### src/rtl/dram_maint_sched_if.sv
// rtl/dram_maint_sched_if.sv - AXI address gating and maintenance request/ack bundle
interface dram_maint_sched_if;
    logic aw_valid_i;
    logic aw_ready_o;
    logic aw_valid_o;
    logic aw_ready_i;
    logic ar_valid_i;
    logic ar_ready_o;
    logic ar_valid_o;
    logic ar_ready_i;
    logic b_hs_i;
    logic r_last_hs_i;
    logic ref_req_o;
    logic ref_ack_i;
    logic zq_req_o;
    logic zq_ack_i;

    modport slave (
        input  aw_valid_i, aw_ready_i, ar_valid_i, ar_ready_i,
        input  b_hs_i, r_last_hs_i, ref_ack_i, zq_ack_i,
        output aw_ready_o, aw_valid_o, ar_ready_o, ar_valid_o,
        output ref_req_o, zq_req_o
    );

    modport master (
        output aw_valid_i, aw_ready_i, ar_valid_i, ar_ready_i,
        output b_hs_i, r_last_hs_i, ref_ack_i, zq_ack_i,
        input  aw_ready_o, aw_valid_o, ar_ready_o, ar_valid_o,
        input  ref_req_o, zq_req_o
    );
endinterface

### src/rtl/dram_maint_sched.sv
// rtl/dram_maint_sched.sv - periodic refresh/ZQ scheduler gating AXI address traffic
// Optional statistics outputs enabled by DRAM_MAINT_STATS_EN.
module dram_maint_sched #(
    parameter int RefPeriod  = 7800,
    parameter int ZqPeriod   = 1000000,
    parameter int MaxTxns    = 16,
    parameter int AckTimeout = 4096
) (
    input  logic                     clk_i,
    input  logic                     rst_i,
    input  logic                     calib_done_i,
    dram_maint_sched_if.slave        bus,
    output logic                     busy_o,
    output logic                     err_o
`ifdef DRAM_MAINT_STATS_EN
    ,
    output logic [31:0]              ref_cnt_o,
    output logic [31:0]              zq_cnt_o,
    output logic [15:0]              drain_max_o
`endif
);
    localparam int CW = $clog2(MaxTxns + 1);
    localparam int RW = (RefPeriod > 1) ? $clog2(RefPeriod) : 1;
    localparam int ZW = (ZqPeriod > 1) ? $clog2(ZqPeriod) : 1;
    localparam int TW = (AckTimeout > 1) ? $clog2(AckTimeout) : 1;
    localparam logic [RW-1:0] REF_LOAD = RW'((RefPeriod > 0) ? RefPeriod - 1 : 0);
    localparam logic [ZW-1:0] ZQ_LOAD  = ZW'((ZqPeriod > 0) ? ZqPeriod - 1 : 0);
    localparam logic [TW-1:0] TMO_LAST = TW'((AckTimeout > 0) ? AckTimeout - 1 : 0);
    localparam logic [CW-1:0] CNT_MAX  = CW'(MaxTxns);

    typedef enum logic [1:0] {S_INIT, S_IDLE, S_DRAIN, S_REQ} state_t;

    state_t        r_state;
    logic          r_block, r_busy, r_err;
    logic          r_ref_req, r_zq_req, r_ref_due, r_zq_due;
    logic          r_aw_pend, r_ar_pend;
    logic [CW-1:0] r_wr_cnt, r_rd_cnt;
    logic [RW-1:0] r_ref_tmr;
    logic [ZW-1:0] r_zq_tmr;
    logic [TW-1:0] r_tmo_cnt;

    logic w_allow_aw, w_allow_ar, w_aw_valid_o, w_ar_valid_o, w_aw_hs, w_ar_hs;
    logic w_wr_under, w_rd_under, w_in_req, w_ack, w_tmo, w_ref_clr, w_zq_clr;
    logic w_tmr_run, w_ref_exp, w_zq_exp, w_ref_ovr, w_zq_ovr, w_drained;

    // A pending valid always passes so an address already presented is never withdrawn.
    assign w_allow_aw   = (~r_block & (r_wr_cnt != CNT_MAX)) | r_aw_pend;
    assign w_allow_ar   = (~r_block & (r_rd_cnt != CNT_MAX)) | r_ar_pend;
    assign w_aw_valid_o = bus.aw_valid_i & w_allow_aw;
    assign w_ar_valid_o = bus.ar_valid_i & w_allow_ar;
    assign w_aw_hs      = w_aw_valid_o & bus.aw_ready_i;
    assign w_ar_hs      = w_ar_valid_o & bus.ar_ready_i;
    assign w_wr_under   = bus.b_hs_i & ~w_aw_hs & (r_wr_cnt == '0);
    assign w_rd_under   = bus.r_last_hs_i & ~w_ar_hs & (r_rd_cnt == '0);

    assign w_in_req  = (r_state == S_REQ) & calib_done_i;
    assign w_ack     = w_in_req & ((r_ref_req & bus.ref_ack_i) | (r_zq_req & bus.zq_ack_i));
    assign w_tmo     = w_in_req & ~w_ack & (r_tmo_cnt == TMO_LAST);
    assign w_ref_clr = (w_ack | w_tmo) & r_ref_req;
    assign w_zq_clr  = (w_ack | w_tmo) & r_zq_req;
    assign w_tmr_run = (r_state != S_INIT);
    assign w_ref_exp = w_tmr_run && (RefPeriod != 0) && (r_ref_tmr == '0);
    assign w_zq_exp  = w_tmr_run && (ZqPeriod != 0) && (r_zq_tmr == '0);
    assign w_ref_ovr = w_ref_exp & r_ref_due & ~w_ref_clr;
    assign w_zq_ovr  = w_zq_exp & r_zq_due & ~w_zq_clr;
    assign w_drained = (r_wr_cnt == '0) & (r_rd_cnt == '0) & ~r_aw_pend & ~r_ar_pend;

    assign bus.aw_valid_o = w_aw_valid_o;
    assign bus.ar_valid_o = w_ar_valid_o;
    assign bus.aw_ready_o = bus.aw_ready_i & w_allow_aw;
    assign bus.ar_ready_o = bus.ar_ready_i & w_allow_ar;
    assign bus.ref_req_o  = r_ref_req;
    assign bus.zq_req_o   = r_zq_req;
    assign busy_o         = r_busy;
    assign err_o          = r_err;

    always_ff @(posedge clk_i or posedge rst_i) begin
        if (rst_i) begin
            r_aw_pend <= 1'b0;
            r_ar_pend <= 1'b0;
            r_wr_cnt  <= '0;
            r_rd_cnt  <= '0;
        end else begin
            r_aw_pend <= w_aw_valid_o & ~bus.aw_ready_i;
            r_ar_pend <= w_ar_valid_o & ~bus.ar_ready_i;
            if (w_aw_hs & ~bus.b_hs_i)
                r_wr_cnt <= r_wr_cnt + 1'b1;
            else if (~w_aw_hs & bus.b_hs_i & (r_wr_cnt != '0))
                r_wr_cnt <= r_wr_cnt - 1'b1;
            if (w_ar_hs & ~bus.r_last_hs_i)
                r_rd_cnt <= r_rd_cnt + 1'b1;
            else if (~w_ar_hs & bus.r_last_hs_i & (r_rd_cnt != '0))
                r_rd_cnt <= r_rd_cnt - 1'b1;
        end
    end

    always_ff @(posedge clk_i or posedge rst_i) begin
        if (rst_i) begin
            r_state   <= S_INIT;
            r_block   <= 1'b1;
            r_busy    <= 1'b0;
            r_err     <= 1'b0;
            r_ref_req <= 1'b0;
            r_zq_req  <= 1'b0;
            r_ref_due <= 1'b0;
            r_zq_due  <= 1'b0;
            r_ref_tmr <= REF_LOAD;
            r_zq_tmr  <= ZQ_LOAD;
            r_tmo_cnt <= '0;
        end else begin
            if (w_wr_under | w_rd_under | w_tmo | w_ref_ovr | w_zq_ovr)
                r_err <= 1'b1;

            if (w_tmr_run && (RefPeriod != 0))
                r_ref_tmr <= (r_ref_tmr == '0) ? REF_LOAD : r_ref_tmr - 1'b1;
            if (w_tmr_run && (ZqPeriod != 0))
                r_zq_tmr <= (r_zq_tmr == '0) ? ZQ_LOAD : r_zq_tmr - 1'b1;

            // Expiry is written last so a new period is not lost when it lands on a clear.
            if (w_ref_clr) r_ref_due <= 1'b0;
            if (w_zq_clr)  r_zq_due  <= 1'b0;
            if (w_ref_exp) r_ref_due <= 1'b1;
            if (w_zq_exp)  r_zq_due  <= 1'b1;

            if ((r_state != S_INIT) && !calib_done_i) begin
                r_state   <= S_INIT;
                r_block   <= 1'b1;
                r_busy    <= 1'b1;
                r_ref_req <= 1'b0;
                r_zq_req  <= 1'b0;
            end else begin
                case (r_state)
                    S_INIT: begin
                        r_block <= 1'b1;
                        r_busy  <= ~calib_done_i;
                        if (calib_done_i) r_state <= S_IDLE;
                    end
                    S_IDLE: begin
                        if (r_ref_due | r_zq_due) begin
                            r_block <= 1'b1;
                            r_busy  <= 1'b1;
                            r_state <= S_DRAIN;
                        end else begin
                            r_block <= 1'b0;
                            r_busy  <= 1'b0;
                        end
                    end
                    S_DRAIN: begin
                        if (w_drained) begin
                            r_ref_req <= r_ref_due;
                            r_zq_req  <= ~r_ref_due;
                            r_tmo_cnt <= '0;
                            r_state   <= S_REQ;
                        end
                    end
                    S_REQ: begin
                        if (w_ack | w_tmo) begin
                            r_ref_req <= 1'b0;
                            r_zq_req  <= 1'b0;
                            r_block   <= 1'b0;
                            r_busy    <= 1'b0;
                            r_state   <= S_IDLE;
                        end else begin
                            r_tmo_cnt <= r_tmo_cnt + 1'b1;
                        end
                    end
                    default: r_state <= S_INIT;
                endcase
            end
        end
    end

`ifdef DRAM_MAINT_STATS_EN
    logic [31:0] r_ref_cnt, r_zq_cnt;
    logic [15:0] r_drain_cyc, r_drain_max;
    logic [15:0] w_drain_nxt;

    assign w_drain_nxt = (r_drain_cyc == 16'hFFFF) ? r_drain_cyc : r_drain_cyc + 16'd1;
    assign ref_cnt_o   = r_ref_cnt;
    assign zq_cnt_o    = r_zq_cnt;
    assign drain_max_o = r_drain_max;

    always_ff @(posedge clk_i or posedge rst_i) begin
        if (rst_i) begin
            r_ref_cnt   <= '0;
            r_zq_cnt    <= '0;
            r_drain_cyc <= '0;
            r_drain_max <= '0;
        end else begin
            if (w_ack & r_ref_req) r_ref_cnt <= r_ref_cnt + 32'd1;
            if (w_ack & r_zq_req)  r_zq_cnt  <= r_zq_cnt + 32'd1;
            if (r_state == S_DRAIN) begin
                r_drain_cyc <= w_drain_nxt;
                if (w_drain_nxt > r_drain_max) r_drain_max <= w_drain_nxt;
            end else begin
                r_drain_cyc <= '0;
            end
        end
    end
`endif
endmodule
### src/flat_wrapper.sv
// flat-port wrapper written by rule: the top's interface ports become plain ports
module dram_maint_sched_flat 
#(
    parameter int RefPeriod  = 7800,
    parameter int ZqPeriod   = 1000000,
    parameter int MaxTxns    = 16,
    parameter int AckTimeout = 4096
)
  (clk_i, rst_i, calib_done_i, busy_o, err_o, bus_aw_valid_i, bus_aw_ready_i, bus_ar_valid_i, bus_ar_ready_i, bus_b_hs_i, bus_r_last_hs_i, bus_ref_ack_i, bus_zq_ack_i, bus_aw_ready_o, bus_aw_valid_o, bus_ar_ready_o, bus_ar_valid_o, bus_ref_req_o, bus_zq_req_o);
  dram_maint_sched_if bus_i ();
  input  logic clk_i;
  input  logic rst_i;
  input  logic calib_done_i;
  output logic busy_o;
  output logic err_o;
  input wire logic [$bits(bus_i.aw_valid_i)-1:0] bus_aw_valid_i;
  input wire logic [$bits(bus_i.aw_ready_i)-1:0] bus_aw_ready_i;
  input wire logic [$bits(bus_i.ar_valid_i)-1:0] bus_ar_valid_i;
  input wire logic [$bits(bus_i.ar_ready_i)-1:0] bus_ar_ready_i;
  input wire logic [$bits(bus_i.b_hs_i)-1:0] bus_b_hs_i;
  input wire logic [$bits(bus_i.r_last_hs_i)-1:0] bus_r_last_hs_i;
  input wire logic [$bits(bus_i.ref_ack_i)-1:0] bus_ref_ack_i;
  input wire logic [$bits(bus_i.zq_ack_i)-1:0] bus_zq_ack_i;
  output wire logic [$bits(bus_i.aw_ready_o)-1:0] bus_aw_ready_o;
  output wire logic [$bits(bus_i.aw_valid_o)-1:0] bus_aw_valid_o;
  output wire logic [$bits(bus_i.ar_ready_o)-1:0] bus_ar_ready_o;
  output wire logic [$bits(bus_i.ar_valid_o)-1:0] bus_ar_valid_o;
  output wire logic [$bits(bus_i.ref_req_o)-1:0] bus_ref_req_o;
  output wire logic [$bits(bus_i.zq_req_o)-1:0] bus_zq_req_o;
  assign bus_i.aw_valid_i = bus_aw_valid_i;
  assign bus_i.aw_ready_i = bus_aw_ready_i;
  assign bus_i.ar_valid_i = bus_ar_valid_i;
  assign bus_i.ar_ready_i = bus_ar_ready_i;
  assign bus_i.b_hs_i = bus_b_hs_i;
  assign bus_i.r_last_hs_i = bus_r_last_hs_i;
  assign bus_i.ref_ack_i = bus_ref_ack_i;
  assign bus_i.zq_ack_i = bus_zq_ack_i;
  assign bus_aw_ready_o = bus_i.aw_ready_o;
  assign bus_aw_valid_o = bus_i.aw_valid_o;
  assign bus_ar_ready_o = bus_i.ar_ready_o;
  assign bus_ar_valid_o = bus_i.ar_valid_o;
  assign bus_ref_req_o = bus_i.ref_req_o;
  assign bus_zq_req_o = bus_i.zq_req_o;
  dram_maint_sched #(.RefPeriod(RefPeriod), .ZqPeriod(ZqPeriod), .MaxTxns(MaxTxns), .AckTimeout(AckTimeout)) u_core (.clk_i(clk_i), .rst_i(rst_i), .calib_done_i(calib_done_i), .bus(bus_i), .busy_o(busy_o), .err_o(err_o));
endmodule
### config.mk
export PLATFORM = sky130hd
export DESIGN_NAME = dram_maint_sched_flat
export DESIGN_NICKNAME = d
export VERILOG_FILES = /design/src/rtl/dram_maint_sched_if.sv /design/src/rtl/dram_maint_sched.sv /design/src/flat_wrapper.sv
export SDC_FILE = /design/constraint.sdc
export NUM_CORES = 1
export LEC_CHECK = 0
export BUFFER_PORTS_ARGS = -buffer_cell sky130_fd_sc_hd__buf_2
export CAP_MARGIN = 20
export CORE_ASPECT_RATIO = 1.2
export CORE_MARGIN = 2
export CORE_UTILIZATION = 25
export CTS_BUF_LIST = sky130_fd_sc_hd__clkbuf_4
export CTS_CLUSTER_DIAMETER = 150
export CTS_CLUSTER_SIZE = 24
export DETAILED_ROUTE_END_ITERATION = 7
export GPL_ROUTABILITY_DRIVEN = 0
export GPL_TIMING_DRIVEN = 0
export MAX_ROUTING_LAYER = met4
export PLACE_DENSITY_LB_ADDON = 0.2
export SLEW_MARGIN = 5
export SYNTH_ARGS = -nofsm -noshare
export SYNTH_HDL_FRONTEND = slang
export SYNTH_SLANG_ARGS = --single-unit
### constraint.sdc
create_clock -name clk_i -period 5.5 [get_ports clk_i]
set_input_delay 0.275 -clock clk_i [delete_from_list [all_inputs] [get_ports clk_i]]
set_output_delay 0.275 -clock clk_i [all_outputs]
set_load 0.05 [all_outputs]
# Yosys cells after proc, flatten, opt, wreduce, memory -nomap -nowiden
# Index checks and enable logic that the tools add are counted.
# word_totals
reg_bits	66
inputBits	11
out_inout_bits	8
elab_cells	145
# op_classes
addsub	7
eq_ne	12
mux	31
bitwise_logic	57
reduce_logical	23
# ops
cell	count
1-bit bitwise AND	33
12-bit two-way mux	2
12-bit case mux with 2 select lines	1
20-bit logical NOT	1
20-bit two-way mux	1
5-bit two-way mux	4
20-bit by 1-bit subtractor with 20-bit output, second input constant	1
1-bit inverter	15
13-bit logical NOT	1
13-bit two-way mux	1
13-bit by 1-bit subtractor with 13-bit output, second input constant	1
12-bit by 1-bit adder with 12-bit output, second input constant	1
12-bit equality test, second input constant	1
1-bit two-way mux	12
2-bit nonzero test	6
5-bit by 1-bit adder with 5-bit output, second input constant	2
5-bit logical NOT	2
2-bit two-way mux	5
5-bit != test, second input constant	2
5-bit nonzero test	2
5-bit by 1-bit subtractor with 5-bit output, second input constant	2
1-bit bitwise OR	9
2-bit case mux with 4 select lines	1
4-bit AND reduction	2
16 further kinds	22

# Logic depth before layout (Yosys ltp)
# logic_depth
ltp_word	12
mapped_depth	11
mapped_depth_nobuf	11

# Least setup slack after synthesis
# Ideal clock, no wire load.
# synth_path
kind	flip-flop to flip-flop
from	reg u_core.r_wr_cnt[0]
to	reg u_core.r_wr_cnt[4]
setup_time_ns	0.079
arrival_ns	2.508
t_required_ns	5.421
setup_slack_ns	2.913
path_stages_with_launch	12
n_path_buf	0
synth_period_minus_slack_ns	2.587
cell_sequence	dfrtp_1 -> nor4_1 -> a21oi_1 -> o21bai_1 -> or2_2 -> inv_1 -> fa_1 -> nor2b_1 -> o21ai_0 -> and3_1 -> mux2_2 -> mux2i_1
# synth_via
elab_chain_cells	9
elab_cells_between_ends	15
cone_classes	2 x add/sub; 1 x eq/ne; 2 x mux; 8 x bitwise; 2 x reduce/logical
# synth_lines
item	line	rtl
from (decl)	dram_maint_sched.sv:37	logic [CW-1:0] r_wr_cnt, r_rd_cnt;
from (signal assigned)	dram_maint_sched.sv:87	r_wr_cnt <= r_wr_cnt + 1'b1;
from (signal assigned)	dram_maint_sched.sv:89	r_wr_cnt <= r_wr_cnt - 1'b1;
5-bit != test	dram_maint_sched.sv:47	assign w_allow_aw = (~r_block & (r_wr_cnt != CNT_MAX)) | r_aw_pend;
1-bit bitwise AND	dram_maint_sched.sv:47	
1-bit bitwise OR	dram_maint_sched.sv:47	
1-bit bitwise AND	dram_maint_sched.sv:49	assign w_aw_valid_o = bus.aw_valid_i & w_allow_aw;
1-bit bitwise AND	dram_maint_sched.sv:51	assign w_aw_hs = w_aw_valid_o & bus.aw_ready_i;
1-bit inverter	dram_maint_sched.sv:88	else if (~w_aw_hs & bus.b_hs_i & (r_wr_cnt != '0))
1-bit bitwise AND (2 in a row)	dram_maint_sched.sv:88	
2-bit nonzero test (no source line)	n/a	
# Several ways; a longest one is shown, not always the timed one. The select of a mux whose other input is x is not followed.
# A chain may end at the register's enable or synchronous reset.

# Final worst setup path
# Same ends and word-level chain as after synthesis.

==> results.toml <==
[status]
outcome = "finished clean"

[synth]
synthesis.nets = 429
post_synth.cell_area_avg_um2 = 9.641
sequential_element_share_of_the_synthesized_area_pct = 43.46
synth-async-reset-ratio_pct = 100.0
ys_warn_count = 0
synth_flop_cell = "sky130_fd_sc_hd__dfrtp_1"
synth_top_cell_by_area = "sky130_fd_sc_hd__dfrtp_1"
dominant_cell_by_count_in_the_synthesized_netlist = "sky130_fd_sc_hd__dfrtp_1"
synth-edff-count = 0
post_synth_most_frequent_cells = "sky130_fd_sc_hd__dfrtp_1 (43), sky130_fd_sc_hd__nand2_1 (37), sky130_fd_sc_hd__nor2_1 (25)"
mappedNetlistArea_um2 = 3866
postSynthRegisterBits = 66
post_synth_main_area_contributors = "sky130_fd_sc_hd__dfrtp_1 (28%), sky130_fd_sc_hd__dfstp_2 (16%), sky130_fd_sc_hd__ha_1 (4.9%)"
post_syn_instances = 401
yosys.area.top_type_share_pct = 27.83
netlist-cell-type-count = 57

[power]
p_sw_mw = 0.7393
power_frac_clock_pct = 14.9
switching_share_pct = 40.51
internal-power_mw = 1.086
power_frac_comb_pct = 40.7
sequentialPowerShare_pct = 44.4
power_per_cell_area_nw_per_um2 = 418.3
p_total_mw = 1.825
p_leak_nw = 1.783
max-vdd-ir-drop_uv = 195.3

[timing]
skew_ns = 0.008375
timing_hold_violations_final = 0
hold_ws_ns = 0.2062
min_period_ns = 2.953
fmaxAchievable_ghz = 0.3386
timing_max_transition_violations_final = 0
rsz0062_at_grt = "false"
fin_setup_tns_ns = 0
slew_headroom_pct = 43.11
max_slew.worst_pin.slew_ns = 0.8455
fin_crit_sh_pct = 53.69
setup_violations = 0

[layout]
syn_to_final_growth_pct = 12.85
num-nets-final = 462
drive_above_1_share_pct = 17.54
n_antenna_cell = 0
post_layout_nonfiller_instances = 643

[routing]
post-route-drc-count = 0
vias = 3016
count_of_antenna_violating_nets_left_after_detailed_routing = 0
post_drt_wl_per_cell_um = 13.16
drt-pass1-iter-count = 4
drtIter0Drc = 96
postRouteWirelength_um = 8460
via_per_inst = 4.691

[critical_path]
worst_setup_path_end_kind = "flip-flop"
critical_path.reg2reg.endpoint = "u_core.r_wr_cnt[4]$_DFFE_PP0P_"
cp_data_arrival_time_ns = 3.32
ff2ff_path_depth = 11
critical_path_class = "reg2reg"
critical_path.reg2reg.startpoint = "u_core.r_wr_cnt[0]$_DFFE_PP0P_"
startpoint_type = "flip-flop"
required_ns = 5.87
timing.critical_path.fanout_max = 5
r2r_slack_ns = 2.55

[grt]
initial_antenna_violation_count = 0
largest_net_degree_at_the_start_of_global_routing = 35
met3_usage_pct = 2.036
wire_length_of_the_first_global_routing_pass_um = 14310
grt.met1_usage_pct = 12.87
grt_usage_pct = 11.05
globalRoute.totalOverflow = 0
grt_pass1_vias = 3022
highest_utilization_routing_layer_at_the_global_route_stage = "met2"
grt_use_met2_pct = 18.37

[die]
floorplan.initialDensity_pct = 25.63
io_pins = 19
die_area_um2 = 16480
die-width_um = 117.5
die_height_um = 140.2
placeableCoreArea_um2 = 15080
floorplan.rows = 49

[cts]
tritoncts_num_sinks = 66
htree_num_levels = 3
numCtsBuffers = 9
root_buffer = "sky130_fd_sc_hd__clkbuf_4"
tritoncts = "built"
max-clock-path-buffers = 2
clk-insertion-delay-late_ns = 0.44
cts.clk_slew.worst_paths_ns = 0.11
cts.repair_timing.setup_buffer_count = 0

[min_path]
hold_path_class = "in2reg"
min_from = "bus_ar_valid_i"
hold_path_end = "u_core.r_ar_pend$_DFF_PP0_"
whs_path_depth = 3

[flow_run]
drv_cap = 0

[place]
dp_cells = 624
final_hpwl_from_detailed_placement_um = 6089
numPortBuffers = 18
-- sequential cells by signal, indices dropped and copies added, names as in the netlist --
register,count
u_core.bus.zq_req_o,1
u_core.r_ar_pend,1
u_core.busy_o,1
u_core.r_zq_tmr,20
u_core.r_block,1
u_core.r_tmo_cnt,12
u_core.r_ref_due,1
u_core.r_rd_cnt,5
u_core.bus.ref_req_o,1
u_core.r_wr_cnt,5
u_core.r_zq_due,1
u_core.r_state,2
u_core.r_ref_tmr,13
u_core.r_aw_pend,1
u_core.err_o,1
-- critical path, cell delays in order, from the launching register on --
cell and delay (ns):
sky130_fd_sc_hd__dfrtp_1 0.44, sky130_fd_sc_hd__nor4_1 0.39, sky130_fd_sc_hd__a21oi_1 0.15, sky130_fd_sc_hd__o21bai_1 0.34
sky130_fd_sc_hd__or2_2 0.24, sky130_fd_sc_hd__inv_1 0.07, sky130_fd_sc_hd__fa_1 0.40, sky130_fd_sc_hd__nor2b_1 0.14
sky130_fd_sc_hd__o21ai_0 0.13, sky130_fd_sc_hd__and3_1 0.20, sky130_fd_sc_hd__mux2_2 0.26, sky130_fd_sc_hd__mux2i_1 0.12
-- how the worst max path moves through the flow --
stage,startpoint,end,slack (ns),cells after the start
6_report,u_core.r_wr_cnt[0]$_DFFE_PP0P_,u_core.r_wr_cnt[4]$_DFFE_PP0P_,2.55,11
5_1_grt,u_core.r_wr_cnt[0]$_DFFE_PP0P_,u_core.r_wr_cnt[4]$_DFFE_PP0P_,2.23,11
4_1_cts,u_core.r_wr_cnt[0]$_DFFE_PP0P_,u_core.r_wr_cnt[4]$_DFFE_PP0P_,2.50,11
3_5_place_dp,u_core.r_wr_cnt[1]$_DFFE_PP0P_,u_core.r_wr_cnt[4]$_DFFE_PP0P_,2.56,11
3_3_place_gp,rst_i,u_core.r_tmo_cnt[4]$_DFFE_PP0P_,2.52,2
2_1_floorplan,u_core.r_wr_cnt[0]$_DFFE_PP0P_,u_core.r_wr_cnt[4]$_DFFE_PP0P_,2.91,11
-- repair_timing --
item,4_1_cts,5_1_grt
endpoints found under the setup margin,0,0
hold buffers,3,0
gates resized for setup,0,0
endpoints found under the hold margin,17,0
-- layer usage --
metal,up-vias,routed length (um)
met4,0,150
met1,1462,3929
met3,10,192
li1,1512,-
met2,32,4187
met5,-,0
-- layout make-up --
cell class	instances	area, um2
fillers	1684	10720
multi-input cells	302	2053
flip-flops and latches	66	1680
well taps	204	255.2
repair buffers	22	140.1
inverters	22	85.08
clock buffers	10	75.07
plain buffers	11	50.05
clock inverters	6	23.77
-- cell families after synthesis --
| kind of cell | after synthesis | synth area share (%) |
|---|---|---|
| adders and majority gates | 17 | 5.890 |
| DFF | 66 | 43.46 |
| buffers and inverters | 33 | 3.430 |
| muxes | 18 | 4.919 |
| xor gates and xnor gates | 27 | 6.117 |
| and+or+nand+nor | 163 | 23.40 |
| AOI/OAI and AO/OA | 77 | 12.78 |
-- power groups by stage --
stage | registers, mW | logic (mW) | clock network, mW
6_report | 0.810 | 0.743 | 0.273
5_1_grt | 0.832 | 0.846 | 0.304
4_1_cts | 0.811 | 0.756 | 0.286
3_5_place_dp | 0.818 | 0.747 | 0
3_3_place_gp | 0.816 | 0.725 | 0
2_1_floorplan | 0.800 | 0.587 | 0
-- stage by stage --
step | setup WS, ns | utilization (%) | area, um2
3_5_place_dp | 2.563 | 28.07 | 4234
5_1_grt | 2.226 | 28.93 | 4363
6_report | 2.547 | 28.93 | 4363
2_1_floorplan | 2.913 | - | 3866
3_3_place_gp | 2.523 | 27.92 | 4212
4_1_cts | 2.498 | 28.93 | 4363
-- layout by cell type (no fill, tap or decap), types with 12 or more instances in the layout --
cell type and count:
sky130_fd_sc_hd__ha_1 15, sky130_fd_sc_hd__inv_1 21, sky130_fd_sc_hd__dfstp_2 23, sky130_fd_sc_hd__xnor2_1 15
sky130_fd_sc_hd__buf_2 19, sky130_fd_sc_hd__o21ai_0 23, sky130_fd_sc_hd__a21oi_1 21, sky130_fd_sc_hd__nand2_1 37
sky130_fd_sc_hd__dfrtp_1 43, sky130_fd_sc_hd__nor3_1 12, sky130_fd_sc_hd__nor2b_1 14, sky130_fd_sc_hd__xor2_1 12
sky130_fd_sc_hd__nor2_1 25
Power figures use the tool's default switching activity.
